[config.mk]
export PLATFORM = sky130hd
export DESIGN_NAME = mux_select_sequencer
export DESIGN_NICKNAME = d
export VERILOG_FILES = /design/src/rtl/mux_select_sequencer.sv
export SDC_FILE = /design/constraint.sdc
export NUM_CORES = 1
export LEC_CHECK = 0
export CORE_MARGIN = 4
export CORE_UTILIZATION = 44
export DETAILED_ROUTE_END_ITERATION = 10
export GPL_TIMING_DRIVEN = 0
export PLACE_DENSITY_LB_ADDON = 0.15
export SLEW_MARGIN = 5
export SYNTH_ARGS = -nofsm -noshare
export SYNTH_HDL_FRONTEND = slang
export SYNTH_SLANG_ARGS = --single-unit
[constraint.sdc]
create_clock -name Clock -period 2 [get_ports Clock]
set_clock_uncertainty 0.2 [all_clocks]
set_input_delay 0.4 -clock Clock [delete_from_list [all_inputs] [get_ports Clock]]
set_output_delay 0.4 -clock Clock [all_outputs]
set_load 0.03 [all_outputs]
[src/rtl/mux_select_sequencer.sv]
// Purpose: registers a 16-bit word and walks a 4-bit select across it, one serial bit per beat.
// Latency: bit START is presented with out_valid the cycle after accept; 16 beats per word, no bubble between words.
// Backpressure: with out_ready low, sel, w and f hold; a new word is only taken in idle or on the last beat.
module mux_select_sequencer #(
    parameter bit MSB_FIRST = 1'b0,
    parameter int CNT_W     = 8
) (
    input  logic             Clock,
    input  logic             Resetn,
    input  logic [15:0]      in_data,
    input  logic             in_valid,
    output logic             in_ready,
    output logic [15:0]      w,
    output logic [3:0]       sel,
    output logic             f,
    output logic             out_valid,
    input  logic             out_ready,
    output logic             first,
    output logic             last,
    output logic             busy,
    output logic [CNT_W-1:0] words_done
);

    localparam logic [3:0] START   = MSB_FIRST ? 4'd15 : 4'd0;
    localparam logic [3:0] END_IDX = MSB_FIRST ? 4'd0  : 4'd15;

    typedef enum logic {
        IDLE,
        SHIFT
    } state_t;

    state_t           state, state_nxt;
    logic [15:0]      w_nxt;
    logic [3:0]       sel_nxt;
    logic [CNT_W-1:0] words_done_nxt;
    logic             accept;
    logic             beat;

    // out_valid is a pure function of the state register, so in_valid never reaches it combinationally
    assign out_valid = (state == SHIFT);
    assign busy      = out_valid;
    assign f         = w[sel];
    assign first     = out_valid & (sel == START);
    assign last      = out_valid & (sel == END_IDX);
    assign beat      = out_valid & out_ready;
    assign in_ready  = (state == IDLE) | (beat & last);
    assign accept    = in_valid & in_ready;

    always_ff @(posedge Clock) begin
        if (!Resetn) begin
            state      <= IDLE;
            w          <= 16'h0000;
            sel        <= START;
            words_done <= '0;
        end else begin
            state      <= state_nxt;
            w          <= w_nxt;
            sel        <= sel_nxt;
            words_done <= words_done_nxt;
        end
    end

    always_comb begin
        state_nxt      = state;
        w_nxt          = w;
        sel_nxt        = sel;
        words_done_nxt = words_done;
        case (state)
            IDLE: begin
                if (accept) begin
                    w_nxt     = in_data;
                    sel_nxt   = START;
                    state_nxt = SHIFT;
                end
            end
            SHIFT: begin
                if (beat) begin
                    if (last) begin
                        words_done_nxt = words_done + {{(CNT_W-1){1'b0}}, 1'b1};
                        sel_nxt        = START;
                        // a word waiting on the last beat is loaded directly, keeping the stream contiguous
                        if (accept) begin
                            w_nxt = in_data;
                        end else begin
                            state_nxt = IDLE;
                        end
                    end else if (MSB_FIRST) begin
                        sel_nxt = sel - 4'd1;
                    end else begin
                        sel_nxt = sel + 4'd1;
                    end
                end
            end
            default: begin
                state_nxt = IDLE;
                sel_nxt   = START;
            end
        endcase
    end

endmodule

== Word-level counts from Yosys, hierarchy flattened ==
Index checks and enable logic that the tools add are counted.

* Add/sub/neg operators: 2
* $mul: 0
* Divide/modulo/power cells: 0
* $lt $le $gt $ge: 1
* Equality and inequality tests: 4
* Shift operators: 0
* Muxes and demuxes: 14
* Bitwise operators: 7
* Reduce and logical (&&, ||, !) cells: 4

{| class="wikitable"
|+ Operators with widths
! kind !! count
|-
| 16-bit two-way mux || 3
|-
| 16-bit one-hot mux with 2 select lines || 1
|-
| 4-bit two-way mux || 3
|-
| 8-bit by 1-bit adder with 8-bit output (second input constant) || 1
|-
| 4-bit one-hot mux with 2 select lines || 1
|-
| 1-bit AND || 5
|-
| 4-bit by 5-bit < comparator with 1-bit output (second input constant) || 1
|-
| 4-bit by 1-bit adder with 4-bit output (second input constant) || 1
|-
| 1-bit binary-select mux with 4-bit select || 1
|-
| 4-bit == test (second input constant) || 1
|-
| 4-bit logical NOT || 1
|-
| 1-bit two-way mux || 4
|-
| 2-bit != test (second input constant) || 2
|-
| 2-bit AND reduction || 2
|-
| 3-bit AND reduction || 1
|-
| 2-bit by 1-bit != test with 1-bit output (second input constant) || 1
|-
| 1-bit one-hot mux with 2 select lines || 1
|-
| 1-bit inverter || 1
|-
| 1-bit OR || 1
|}

* Flip-flop bits (word level): 29
* Bits in latches: 0
* Bits in writable memories: 0
* Memory bits (read-only): 0
* Input bits: 20
* Output and inout bits: 34
* Word-level logic and storage cells: 36
* Memories: 0

== Longest topological paths before layout ==
* Depth in word-level cells: 9
* Gate-level depth with buffers: 6
* Depth with buffers taken out: 5

== Least setup slack after synthesis ==
Ideal clock, no wire load.

* Path type: flip-flop to output port
* Start: register sel[2]
* End: output port f
* Arrival: 1683 ps
* Data required time: 1400 ps
* Path slack: -283 ps
* Cell stages (with the launch flop): 6
* Path buffers: 1
* Cells stage by stage: dfxtp_1 > buf_4 > mux4_2 > nor2b_1 > a211oi_1 > a21oi_1

* Word-level cells in the longest chain between the ends: 2

{| class="wikitable"
|+ Ends and longest elaborated chain
! what !! RTL line !! RTL
|-
| start: declaration || 14 || <nowiki>output logic [3:0] sel,</nowiki>
|-
| start signal: assignment || 58 || <nowiki>sel <= sel_nxt;</nowiki>
|-
| 1-bit binary-select mux with 4-bit select || 42 || <nowiki>assign f = w[sel];</nowiki>
|-
| 1-bit two-way mux (implied by the code) || 42 ||
|-
| end: declaration || 15 || <nowiki>output logic f,</nowiki>
|}

Every way passes these cells. The select of a mux whose other input is x is not followed.

== Final worst setup path ==
Ends and elaborated chain as after synthesis.

==> results by group <==
Pwr
  – Switching share of power: 29.7%
  – Total power: 1.24 mW
  – Pwr/cell area: around 560 nW/µm²
  – Maximum VDD drop: around 0.37 mV
  – Pint: between 0.8 and 0.9 mW
  – Combinational power share: between 20% and 30%
  – Switch Pwr: 0.367 mW
  – Sequential Power Share: between 40% and 50%
  – Clock Power Share: between 20 and 30%
  – Pleak: 1.09 nW

GRT
  – Largest net degree at the start of global routing: 11
  – First-pass GRT wire length: 6400 µm
  – GRT Overall Usage: between 15 and 20%
  – Number of global-route vias before repair: 1400
  – Initial antenna violation count: 0
  – GRT overflow: 0

Clocking
  – CTS Root Cell: clkbuf_4
  – H-tree depth: 2
  – Clock Sink Count: 29
  – Max clock buf depth: 2
  – Skew-Pair Late Insertion Delay: between 300 and 400 ps
  – TritonCTS Buffers: 5
  – CTS tree: done
  – Reg clk slew, reported paths: about 90 ps
  – # hold bufs at CTS: 0

Place
  – Number of cells after detailed placement: 242
  – Dpl hpwl: around 2600 µm
  – Routability Congestion: approximately 0.8
  – Placed inst area: about 2000 µm²
  – I/O Buffers: 53
  – DP Worst Slack: -614 ps

Synthesis
  – Area share of and/or/nand/nor cells after synthesis: about 22%
  – Synth Instances: 145
  – Post-synthesis adder-cell area fraction: about 2.6%
  – Post-Syn Area: roughly 1400 µm²
  – Register area share after synthesis: slightly above 40%
  – Combinational family with the most area after synthesis: simple AND/OR/NAND/NOR gates
  – Syn nets: around 170
  – Post-Synth XOR/XNOR Area: roughly 3.0%
  – Yosys warning total: 0
  – Multiplexer share of the synthesized area: ~18%
  – Seq cells post-synth: 29
  – Mean Syn Cell Area: just under 10 µm²
  – Yosys cell types: 31
  – Synth Area in Compound Gates: about 7.6%

Route
  – First-pass iteration count of the detailed router: 4
  – Via density: between 4 and 5
  – Post-DRT Antenna Nets: 0
  – DRC: 0
  – WL per Instance: about 14 µm
  – Routed wire length: roughly 3700 µm
  – Vias: approximately 1300
  – Iter 0 DRT Violations: 110

STA
  – Tmin final: ~2400 ps
  – Setup ws final: -375 ps
  – Max Clk Rate: 0.421 GHz
  – Part of the cycle the worst path needs: 119%
  – Slew @ Worst Pin: around 430 ps
  – Final Max Slew Viols: 0
  – Slew margin rel.: 71.2%
  – Setup violations, final: 4
  – Sum Neg Setup Slack: -668 ps
  – Hold Vio Cnt, Final: 0
  – Hold slack: 279 ps
  – Unrepaired setup endpoints after global routing: true

Cells and area
  – Post-route insts no fill: approximately 260
  – Post-route cell area: about 2200 µm²
  – Share of cells above drive strength 1: 21.0%
  – Synth-to-layout area growth: 53.6%
  – Final nets: between 200 and 250
  – Fillers: approximately 270
  – Final core utilization: slightly above 70%
  – Antenna diode count: 0

Setup path
  – FF-to-FF path depth: 8
  – Worst Path Required: around 1400 ps
  – Critical Setup Path Class: flip-flop to output port
  – Cells along the critical path: buf_8 -> mux4_2 -> nor2b_4 -> a211oi_2 -> a21oi_2 -> buf_6
  – Worst R2R Start: sel[2]
  – Critical path arrival: roughly 1800 ps
  – Worst Path Max Fanout: 2
  – Endpoint type of the worst setup path: output port
  – R2R Setup Slk: approximately 70 ps
  – Crit path max-delay cell type: mux4_2
  – Critical Path Source Type: flip-flop
  – R2r endpoint: w[13]
  – Slowest cell delay on critical path: 490 ps

Floorplanning
  – CORE AREA: a little over 3000 µm²
  – Initial Util: a little under half
  – Row count: 20
  – Ports: 54
  – Die Y: roughly 65 µm
  – Die width: roughly 65 µm
  – Die area: 4260 µm²

Worst hold path
  – Worst Hold Endpoint: words_done[7]
  – Hold Crit Depth: 2
  – Hold Crit Start: words_done[7]
  – Hold Crit Class: flip-flop to flip-flop

Status
  – Failing checks: negative setup slack
  – Outcome: complete, but fails checks

Job
  – Max-cap violations: 0
synthesized netlist by cell type:
master    instances  share of area [%]
a211oi_1          1               0.52
a21boi_0          3                1.6
a21oi_1           4                1.4
a21oi_4           1                1.1
and2_1            6                2.6
and3_1            1               0.43
and3b_1           1               0.61
buf_12            1                1.4
buf_2             3                1.0
buf_4             3                1.6
clkbuf_1          3               0.78
dfxtp_1          29                 40
ha_1              3                2.6
inv_1             5                1.3
mux2i_1          17                 12
mux4_2            4                6.3
nand2_1          10                2.6
nand3_1           4                1.4
nand3b_1          2                1.0
nand4_1           1               0.43
nand4_2           1               0.87
nand4b_1          1               0.61
nor2_1            3               0.78
nor2b_1          18                7.8
nor3_1            3                1.0
nor4_1            3                1.3
nor4_2            1               0.87
o211ai_1          1               0.52
o21ai_0           7                2.4
xnor2_1           1               0.61
xor2_1            4                2.4
worst max-delay path by stage:
| stage | cells after the start | from | slack, ps | to |
|---|---|---|---|---|
| floorplan | 5 | sel[2] | -100 | f |
| global placement | 6 | sel[2] | -600 | f |
| detailed placement | 6 | sel[2] | -610 | f |
| CTS | 6 | sel[2] | -380 | f |
| global route | 6 | sel[2] | -450 | f |
| finish | 6 | sel[2] | -370 | f |
cell families after synthesis:
kind of cell | after synthesis
AND/OR/NAND/NOR | 55
AO/OA/AOI/OAI | 17
adder cells (fa/ha/maj) | 3
multiplexers | 21
XOR/XNOR | 5
flip-flops | 29
buffers and inverters | 15
state kept, by name, summed over array words and instances (netlist names):
name        flops
busy            1
sel             4
w              16
words_done      8
placed cells by master, fill, tap and decap left out, types with 2 or more instances in the layout:
cell type / synthesis / final
buf_4: 3 / 10
o21ai_0: 7 / 7
clkbuf_4: 0 / 5
clkdlybuf4s50_1: 0 / 20
nor2_1: 3 / 2
nand2_2: 0 / 2
nand2_1: 10 / 8
nor3_1: 3 / 3
mux4_2: 4 / 4
buf_6: 0 / 6
dfxtp_1: 29 / 26
inv_1: 5 / 4
nand3_1: 4 / 4
mux2i_1: 17 / 17
xor2_1: 4 / 4
nor4_1: 3 / 3
clkinv_2: 0 / 2
and2_1: 6 / 6
nor2b_1: 18 / 17
dlymetal6s2s_1: 0 / 10
dfxtp_4: 0 / 2
dlygate4sd2_1: 0 / 19
clkbuf_1: 3 / 4
nand3b_1: 2 / 2
a21boi_0: 3 / 3
a21oi_1: 4 / 3
layer usage:
metal / up-vias / GRT usage [%] / part of all wire (%)
met5: - / 0 / 0
met4: 0 / 10.4 / 2.2
met3: 8 / 6.32 / 7.4
met2: 47 / 31.6 / 46
met1: 594 / 23.6 / 44
li1: 636 / - / -
area by class of cell:
cell class | instances | area [µm²] | area share (%)
multi-input cells | 101 | 812 | 36.7
repair buffers | 61 | 597 | 26.9
clock buffers | 6 | 41.3 | 1.86
well taps | 44 | 55.1 | 2.49
flip-flops and latches | 29 | 589 | 26.6
clock inverters | 2 | 10.0 | 0.452
inverters | 5 | 21.3 | 0.960
plain buffers | 10 | 88.8 | 4.01
critical path: cells and delay by family, from the launching register on:
kind | cells | cell delay (ps)
flip-flops | 1 | 360
AND/OR/NAND/NOR | 1 | 140
AO/OA/AOI/OAI | 2 | 210
multiplexers | 1 | 490
buffers and inverters | 2 | 230
what timing repair did:
item | CTS | global route
setup endpoints to repair | 23 | 24
cloned | 0 | 0
buffers inserted | 5 | 3
pin swaps | 5 | 1
gates resized for setup | 63 | 10
power by group through the flow:
stage	clock (mW)	sequential [mW]	combinational (mW)
CTS	0.352	0.614	0.274
floorplan	0	0.670	0.109
global placement	0	0.628	0.263
global route	0.384	0.618	0.297
finish	0.345	0.613	0.278
detailed placement	0	0.629	0.267
No activity file was read; power rests on OpenSTA's default activity.
==> patch (same settings) <==
The parameter `MSB_FIRST` goes from 1'b0 to 1'b1.
--- a/src/rtl/mux_select_sequencer.sv
+++ b/src/rtl/mux_select_sequencer.sv
@@ -3,5 +3,5 @@
 // Backpressure: with out_ready low, sel, w and f hold; a new word is only taken in idle or on the last beat.
 module mux_select_sequencer #(
-    parameter bit MSB_FIRST = 1'b0,
+    parameter bit MSB_FIRST = 1'b1,
     parameter int CNT_W     = 8
 ) (
Behaviour: not the same (a bounded check fails within 4 cycles, from zero or initial values and one cycle with Resetn low).
==> patch against the unedited design <==
The flow still finishes with violations (negative setup slack). Count of clock-buffer cells in the layout increased by 1. Combinational power about the same. Final cell count increased by 3.1%. Global-route usage increased by 1.9 points. Worst setup slack improved by 0.063 ns. Cell area increased by 4.8%. Critical path type unchanged. Sequential cell count unchanged. Area after synthesis decreased by 4.4%. Wire length increased by 15%. Total power increased by 5.7%.
==> patch: results (changes against the unedited design) <==
* Final setup fails at 4 (unchanged)
* Worst reg2reg path endpoint: words_done[7]
* Slowest cell delay on critical path at 0.36 ns (-0.13 ns)
* Compound-Gate Fraction of Synth Area at 7.811% (+0.26 points)
* Non-clk invs at 6 (+1)
* Share of cells above drive strength 1 at 25.68% (+4.6 points)
* PnR worst setup slack at -0.3111 ns (+0.06345 ns)
* Failing checks: negative setup slack
* Mux cell area share after synthesis at 18.53% (+0.47 points)
* Lkg Pwr at 1.238 nW (+13%)
* Signal buffers at 73 (+2.8%)
* Largest fanout on the critical path at 6 (+4)
* Clock-cell share of area at 3.019% (+0.70 points)
* Area of the multi-input gates at 847.1 um^2 (+4.3%)
* WP data arrival at 1.71 ns (-0.06 ns)
* Drt total wl at 4287 um (+15%)
* Register area share after synthesis at 42.14% (+1.9 points)
* Filler cells at 210 (-21%)
* Peak VDD IR at 0.0004401 V (+21%)
* XOR/XNOR Fraction of Synth Area at 3.815% (+0.78 points)
* Hold_ws at 0.3349 ns (+0.05590 ns)
* Switching Fraction at 28.44% (-1.2 points)
* Detailed placer's ending HPWL at 2803 um (+7.5%)
* P_seq at 619 uW (+1%)
* Power density over the cells at 563.5 nW/um^2 (+0.87%)
* Comb_multi_in at 106 (+5.0%)
* Hold_sp: w[6]
* Worst-margin pin slew at 0.4620 ns (+0.02948 ns)
* Post-CTS setup buffer count at 13 (+8)
* Hold path endpoint: w[6]
* Outcome: complete, but fails checks
* Syn nets at 172 (+2.4%)
* Met1 usage at 22.40% (-1.2 points)
* Detailed-route vias per instance at 5.105 (+2.5%)
* Vias in the first global route at 1,445 (+3.2%)
* Clkbuf count at 7 (+1)
* Critical R2R Launch: sel[0]
* Initial drt markers at 73 (-34%)
* Synth top area cells: dfxtp_1 42%, mux2i_1 15%, nor2_1 7.1%
-- patch: changes by cell type after synthesis, moves of 3 or more --
| cell | unedited run | this run |
|---|---|---|
| nand4_1 | 1 | 4 |
| a21boi_0 | 3 | 0 |
| nor2_1 | 3 | 26 |
| xnor2_1 | 1 | 4 |
| nor2b_1 | 18 | 0 |
| and2_1 | 6 | 1 |
| mux2i_1 | 17 | 21 |
| nor3_1 | 3 | 0 |
-- patch: stage by stage --
step	TNS (ns)	instance area, um^2	worst slack (ns)
6_report	-0.8597	2321	-0.3111
2_1_floorplan	-0.1990	1435	-0.1515
5_1_grt	-1.662	2321	-0.3978
3_3_place_gp	-4.334	2021	-0.6069
3_5_place_dp	-5.082	2021	-0.6156
4_1_cts	-0.9825	2245	-0.2976
-- patch: per-layer routing --
layer	wire (um)	up-vias
met2	2338	55
met5	0	-
li1	-	656
met4	117	0
met1	1613	633
met3	218	14
